$ cat src/rtl/rf_wb_pkg.sv
// Shared types and default sizes for the register-file writeback arbiter.
package rf_wb_pkg;

  localparam int unsigned REG_COUNT = 32;
  localparam int unsigned ADDR_W    = 5;
  localparam int unsigned DATA_W    = 32;

  typedef logic [ADDR_W-1:0] reg_idx_t;

  typedef struct packed {
    reg_idx_t          sel;
    logic [DATA_W-1:0] data;
  } wb_req_t;

endpackage

$ cat src/rtl/rr_arbiter.sv
// Round-robin arbiter: combinational one-hot grant starting at a registered
// pointer, pointer moves one past the winner on every grant.
module rr_arbiter #(
  parameter int unsigned NUM_REQ = 3
) (
  input  logic                       clk,
  input  logic                       reset_ni,
  input  logic [NUM_REQ-1:0]         valid,
  output logic [NUM_REQ-1:0]         grant_c,
  output logic [$clog2(NUM_REQ)-1:0] idx_c
);

  localparam int unsigned IDX_W = $clog2(NUM_REQ);
  localparam int unsigned CW    = IDX_W + 1;

  logic [IDX_W-1:0] ptr;
  logic [CW-1:0]    cand;
  logic             found;

  // Scan from ptr, wrapping modulo NUM_REQ; no grant while in reset.
  always_comb begin
    grant_c = '0;
    idx_c   = '0;
    found   = 1'b0;
    cand    = '0;
    for (int unsigned i = 0; i < NUM_REQ; i++) begin
      cand = {1'b0, ptr} + CW'(i);
      if (cand >= CW'(NUM_REQ)) cand = cand - CW'(NUM_REQ);
      if (!found && reset_ni && valid[cand[IDX_W-1:0]]) begin
        found                     = 1'b1;
        grant_c[cand[IDX_W-1:0]]  = 1'b1;
        idx_c                     = cand[IDX_W-1:0];
      end
    end
  end

  always_ff @(posedge clk) begin
    if (!reset_ni) begin
      ptr <= '0;
    end else if (found) begin
      ptr <= (idx_c == IDX_W'(NUM_REQ - 1)) ? '0 : idx_c + IDX_W'(1);
    end
  end

endmodule

$ cat src/rtl/rf_wb_arbiter.sv
// Shares the register-file write port among NUM_REQ writeback sources and
// tracks pending destinations. Optional forwarding path: RF_WB_BYPASS_EN.
module rf_wb_arbiter #(
  parameter int unsigned NUM_REQ = 3,
  parameter int unsigned DATA_W  = rf_wb_pkg::DATA_W,
  parameter int unsigned ADDR_W  = rf_wb_pkg::ADDR_W
) (
  input  logic                      clk,
  input  logic                      reset_ni,
  input  logic [NUM_REQ-1:0]        req_valid_i,
  output logic [NUM_REQ-1:0]        req_ready_o,
  input  logic [NUM_REQ*ADDR_W-1:0] req_sel_i,
  input  logic [NUM_REQ*DATA_W-1:0] req_data_i,
  input  logic                      issue_valid_i,
  input  logic [ADDR_W-1:0]         issue_sel_i,
  output logic [DATA_W-1:0]         rf_in_o,
  output logic [ADDR_W-1:0]         rf_in_sel_o,
  output logic                      rf_in_en_o,
  output logic [(2**ADDR_W)-1:0]    busy_o
`ifdef RF_WB_BYPASS_EN
  ,
  input  logic [ADDR_W-1:0]         rd1_sel_i,
  input  logic [ADDR_W-1:0]         rd2_sel_i,
  input  logic [DATA_W-1:0]         rf_out1_i,
  input  logic [DATA_W-1:0]         rf_out2_i,
  output logic [DATA_W-1:0]         fwd_out1_o,
  output logic [DATA_W-1:0]         fwd_out2_o
`endif
);

  import rf_wb_pkg::*;

  localparam int unsigned IDX_W = $clog2(NUM_REQ);
  localparam int unsigned REGS  = 2 ** ADDR_W;

  logic [IDX_W-1:0]  win_idx;
  logic              xfer;
  logic [ADDR_W-1:0] win_sel;
  logic [DATA_W-1:0] win_data;
  logic [REGS-1:0]   busy_n;

  rr_arbiter #(.NUM_REQ(NUM_REQ)) u_arb (
    .clk      (clk),
    .reset_ni (reset_ni),
    .valid    (req_valid_i),
    .grant_c  (req_ready_o),
    .idx_c    (win_idx)
  );

  assign xfer = |(req_valid_i & req_ready_o);

  always_comb begin
    win_sel  = req_sel_i[int'(win_idx)*ADDR_W +: ADDR_W];
    win_data = req_data_i[int'(win_idx)*DATA_W +: DATA_W];
  end

  // Writes to x0 are consumed but never reach the register file.
  always_ff @(posedge clk) begin
    if (!reset_ni) begin
      rf_in_o     <= '0;
      rf_in_sel_o <= '0;
      rf_in_en_o  <= 1'b0;
    end else if (xfer) begin
      rf_in_o     <= win_data;
      rf_in_sel_o <= win_sel;
      rf_in_en_o  <= (win_sel != '0);
    end else begin
      rf_in_en_o  <= 1'b0;
    end
  end

  // A new issue to the register being retired wins over the clear.
  always_comb begin
    busy_n = busy_o;
    if (rf_in_en_o) busy_n[rf_in_sel_o] = 1'b0;
    if (issue_valid_i && (issue_sel_i != '0)) busy_n[issue_sel_i] = 1'b1;
    busy_n[0] = 1'b0;
  end

  always_ff @(posedge clk) begin
    if (!reset_ni) busy_o <= '0;
    else           busy_o <= busy_n;
  end

`ifdef RF_WB_BYPASS_EN
  assign fwd_out1_o = (rf_in_en_o && (rf_in_sel_o == rd1_sel_i)) ? rf_in_o : rf_out1_i;
  assign fwd_out2_o = (rf_in_en_o && (rf_in_sel_o == rd2_sel_i)) ? rf_in_o : rf_out2_i;
`endif

`ifndef SYNTHESIS
  logic [7:0] wait_cnt [NUM_REQ];

  always_ff @(posedge clk) begin
    for (int unsigned k = 0; k < NUM_REQ; k++) begin
      if (!reset_ni || !req_valid_i[k] || req_ready_o[k]) wait_cnt[k] <= '0;
      else                                                 wait_cnt[k] <= wait_cnt[k] + 8'd1;
    end
  end

  a_ready_onehot0: assert property (@(posedge clk) $onehot0(req_ready_o));

  for (genvar k = 0; k < NUM_REQ; k++) begin : g_starve
    a_no_starve: assert property (@(posedge clk) disable iff (!reset_ni)
                                  wait_cnt[k] < 8'(NUM_REQ));
  end
`endif

endmodule

$ cat config.mk
export PLATFORM = sky130hd
export DESIGN_NAME = rf_wb_arbiter
export DESIGN_NICKNAME = d
export VERILOG_FILES = /design/src/rtl/rf_wb_pkg.sv /design/src/rtl/rr_arbiter.sv /design/src/rtl/rf_wb_arbiter.sv
export SDC_FILE = /design/constraint.sdc
export NUM_CORES = 1
export LEC_CHECK = 0
export BUFFER_PORTS_ARGS = -buffer_cell sky130_fd_sc_hd__buf_2
export CAP_MARGIN = 20
export CORE_UTILIZATION = 51
export CTS_CLUSTER_SIZE = 25
export DETAILED_ROUTE_END_ITERATION = 16
export PLACE_DENSITY_LB_ADDON = 0.2
export SLEW_MARGIN = 5
export SYNTH_ARGS = -nofsm -noshare
export SYNTH_HDL_FRONTEND = slang
export SYNTH_SLANG_ARGS = --single-unit
$ cat constraint.sdc
create_clock -name clk -period 4 [get_ports clk]
set_input_delay 0.8 -clock clk [delete_from_list [all_inputs] [get_ports clk]]
set_output_delay 0.8 -clock clk [all_outputs]
set_load 0.02 [all_outputs]
==> reports/results.txt <==
The class of the worst hold path was register to register. For this run the aggregate overflow at the end of global routing stands at 0. The worst pin sits at a relative slew slack of 35.9%. The logs give 966 ps for the setup slack of the critical path after layout and 26.5% for the global-route total usage across every layer. For the worst-skew pair, the clock arrives at the later sink with an insertion delay of 340 ps. TritonCTS built the clock tree.

The first detailed-routing pass took 4 iterations. The worst setup path is launched from a register. The tools report the final estimated routing congestion in global placement as 0.849.

The biggest area contributor in the post-synthesis netlist is dfxtp_1. Clock-pin slew of the registers on the worst-case setup and hold paths: 70 ps. The tools report the endpoint type of the worst setup path as an output port.

The count of input and output buffers came out at 193. The final number of max-transition violations is 0. The clock sink count came out at 71. Setup repair after global routing left no endpoint under its margin.

The run gives 3764 as the via count of the first global-routing pass. The most common cell in the synthesized netlist is mux2i_1. The final layout contains routed wiring with a total length of 10.9 mm. The yosys synthesis warning count is 0, and the critical-path maximum fanout is 13. The total via count in the routed design was 3899. Buffers added to address setup during post-CTS repair amount to 0.

The site row count came out at 32. The average detailed-routed wire length per instance is 15.0 um, and the count of nets left with antenna violations after detail routing is 0. In this run the power density over the cells is 466 mW/mm^2. No sink is reached through more buffers than the 2 on the longest clock path. The post-route netlist has 41.2% of its cells at a drive strength greater than 1. Of the synthesized area, sequential elements account for 34.8%. Summed over all cells, the static leakage comes to 0.00273 uW. The run gives 0 as the post-detailed-route DRC marker count. The via density per instance was 5.37.

The antenna diode count came out at 0. The startpoint identified for the worst register-to-register timing path is u_arb.ptr[0]. Clock root buffer master: clkbuf_8. For this block, the initial DRC count from the detailed router was 167. The first-pass GRT wire length was 17.5 mm; the area after detailed placement was 0.00504 mm^2. In this run the standard cell core region covers 0.00773 mm^2. Buffers inserted to repair hold after CTS numbered 0. For the worst setup path, the data arrival time is 2230 ps. The area growth from synthesis to layout is 28.4%. In this run the horizontal extent of the chip is 91.4 um. Counting I/O delays and the setup requirement, the final critical path takes 3030 ps. In the synthesized netlist, the number of instances is 443. The number of max-capacitance violations reported is 0, and the final standard cell count with taps included and fillers excluded is 726. The net count reported at finish is 745, and the final setup violation count is 0.

Summed over all nets, the half-perimeter wirelength after detailed placement is 8.07 mm. In the post-synthesis netlist, the biggest area contributors are dfxtp_1 (35%), mux2i_1 (19%), mux2_2 (10%), nand2_1 (7.2%), a21boi_0 (5.9%). Of the available clock period, the critical path in the final layout requires 75.9%. Setup total negative slack on the finished layout was measured at 0 ps. The tools report the startpoint of the most critical hold path as rf_in_o[28]. The initial utilization of the core area, before any placement, comes to 52.8%.

For the final hold violation count, the log shows 0. The worst setup path is of the register to output port kind. Across the VDD grid, the largest voltage drop is 252 uV. The post-synthesis average cell area was 9.21 um^2.

The logs give 0.00524 mm^2 for the final non-filler cell area and 1 for the initial antenna violation count. Derived from the worst setup path, the maximum achievable clock frequency is 330 MHz. The run finished with clean final reports.

At the worst endpoint, the required time is 3200 ps. The height of the die came out at 91.4 um. The actual transition at the worst max-transition pin came out at 960 ps.

195 I/O pins were placed. The number of placed instances with taps included is 710. The top-area cell type share of the netlist area was 34.8%; the total CTS buffers was 9. The synthesized design contains 0 enable-type register cells. The die covers 0.00836 mm^2.

The cell area after synthesis was 0.00408 mm^2. Synthesis inferred 71 register bits. Entering global routing, the biggest net connects 74 pins. For the final database, setup skew stands at 11.6 ps.

When the netlist entered floorplanning its net count stood at 569. The number of unique standard cell types used by synthesis is 42, and the quantity of gates resized following cts is 0. Tracing the worst setup path back leads to its startpoint at u_arb.ptr[0].

After synthesis, the share of flip-flops with an asynchronous set or reset is 0%. Sorting the synthesized cells by how often they occur yields mux2i_1 (79), nand2_1 (78), dfxtp_1 (71). Prior to clock tree synthesis, the placed netlist has a worst setup slack of 1110 ps. In the synthesized netlist the dominant register cell turns out to be dfxtp_1.

The H-tree depth is 3.
## stage by stage
step | total power, uW | util [%] | hold slack (ps)
6_report | 2440 | 67.8 | 459
5_1_grt | 2570 | 67.8 | 476
4_1_cts | 2460 | 67.8 | 463
3_5_place_dp | 1890 | 65.2 | 451
3_3_place_gp | 1870 | 65.2 | 443
2_1_floorplan | 1600 | - | 494
## registers in the layout, summed over array words and instances (netlist names)
signal / flops
rf_in_sel_o: 5
u_arb.ptr: 2
rf_in_o: 32
rf_in_en_o: 1
busy_o: 31
## logic make-up after synthesis
group                      count (synthesis)  share of synthesized area [%]
muxes                                    117                           29.9
and+or+nand+nor                          130                           15.4
other                                      1                         0.0919
DFF                                       71                           34.8
adders and majority gates                  4                           1.23
AOI/OAI and AO/OA                         85                           13.3
buffers and inverters                     35                           5.28
## final cells by class
cell class,instances,area [um^2]
multi-input combinational,337,2460
timing repair buffer,196,1010
clock inverter,6,60.1
clock buffer,10,138
sequential,71,1420
tap,102,128
fill,656,2490
inverter,4,15.0
## worst paths after layout
kind | to | slack (ps) | depth (start not counted)
worst min-delay path | rf_in_o[28] | 460 | 2
worst min register to register | rf_in_o[28] | 460 | 2
worst max-delay path | req_ready_o[0] | 970 | 7
worst max register to register | rf_in_o[0] | 1160 | 8
## power breakdown
part | total (uW) | switching (uW) | internal, uW
sequential | 934 | 96.6 | 838
combinational | 937 | 543 | 395
clock | 572 | 270 | 302
## layer usage
layer | vias to the layer above | GRT usage, % | share of wire (%)
li1 | 1920 | - | -
met1 | 1784 | 29.7 | 39
met2 | 166 | 46.4 | 50
met3 | 29 | 7.54 | 7.6
met4 | 0 | 11.5 | 3.3
met5 | - | 0 | 0
## placed cells by master (no fill, tap or decap), drive strengths merged, types with 2 or more instances in the layout
cell | synthesis | layout
buf | 19 | 196
mux2i | 79 | 79
nand2 | 78 | 78
dfxtp | 71 | 71
mux2 | 38 | 38
o21ai | 38 | 38
a21boi | 32 | 32
clkbuf | 12 | 10
nand3b | 9 | 9
nor2 | 7 | 7
nand3 | 5 | 5
nand2b | 4 | 4
and3 | 4 | 4
nor3 | 4 | 4
a21oi | 4 | 4
nor3b | 4 | 4
ha | 4 | 4
inv | 4 | 4
or3b | 3 | 3
clkinv | 0 | 3
nor4 | 3 | 3
nor2b | 2 | 2
a31oi | 2 | 2
or3 | 2 | 2
and3b | 2 | 2
o211ai | 2 | 2
clkinvlp | 0 | 2
o21a | 2 | 2
## critical path: stages, from the launching register on
cell and delay (ps):
dfxtp_1 360, inv_1 90, ha_1 550, mux2i_1 130, o21ai_1 310, a21oi_1 130, a21oi_1 150, buf_2 180
Note: power is estimated with default switching activity, not from simulation.
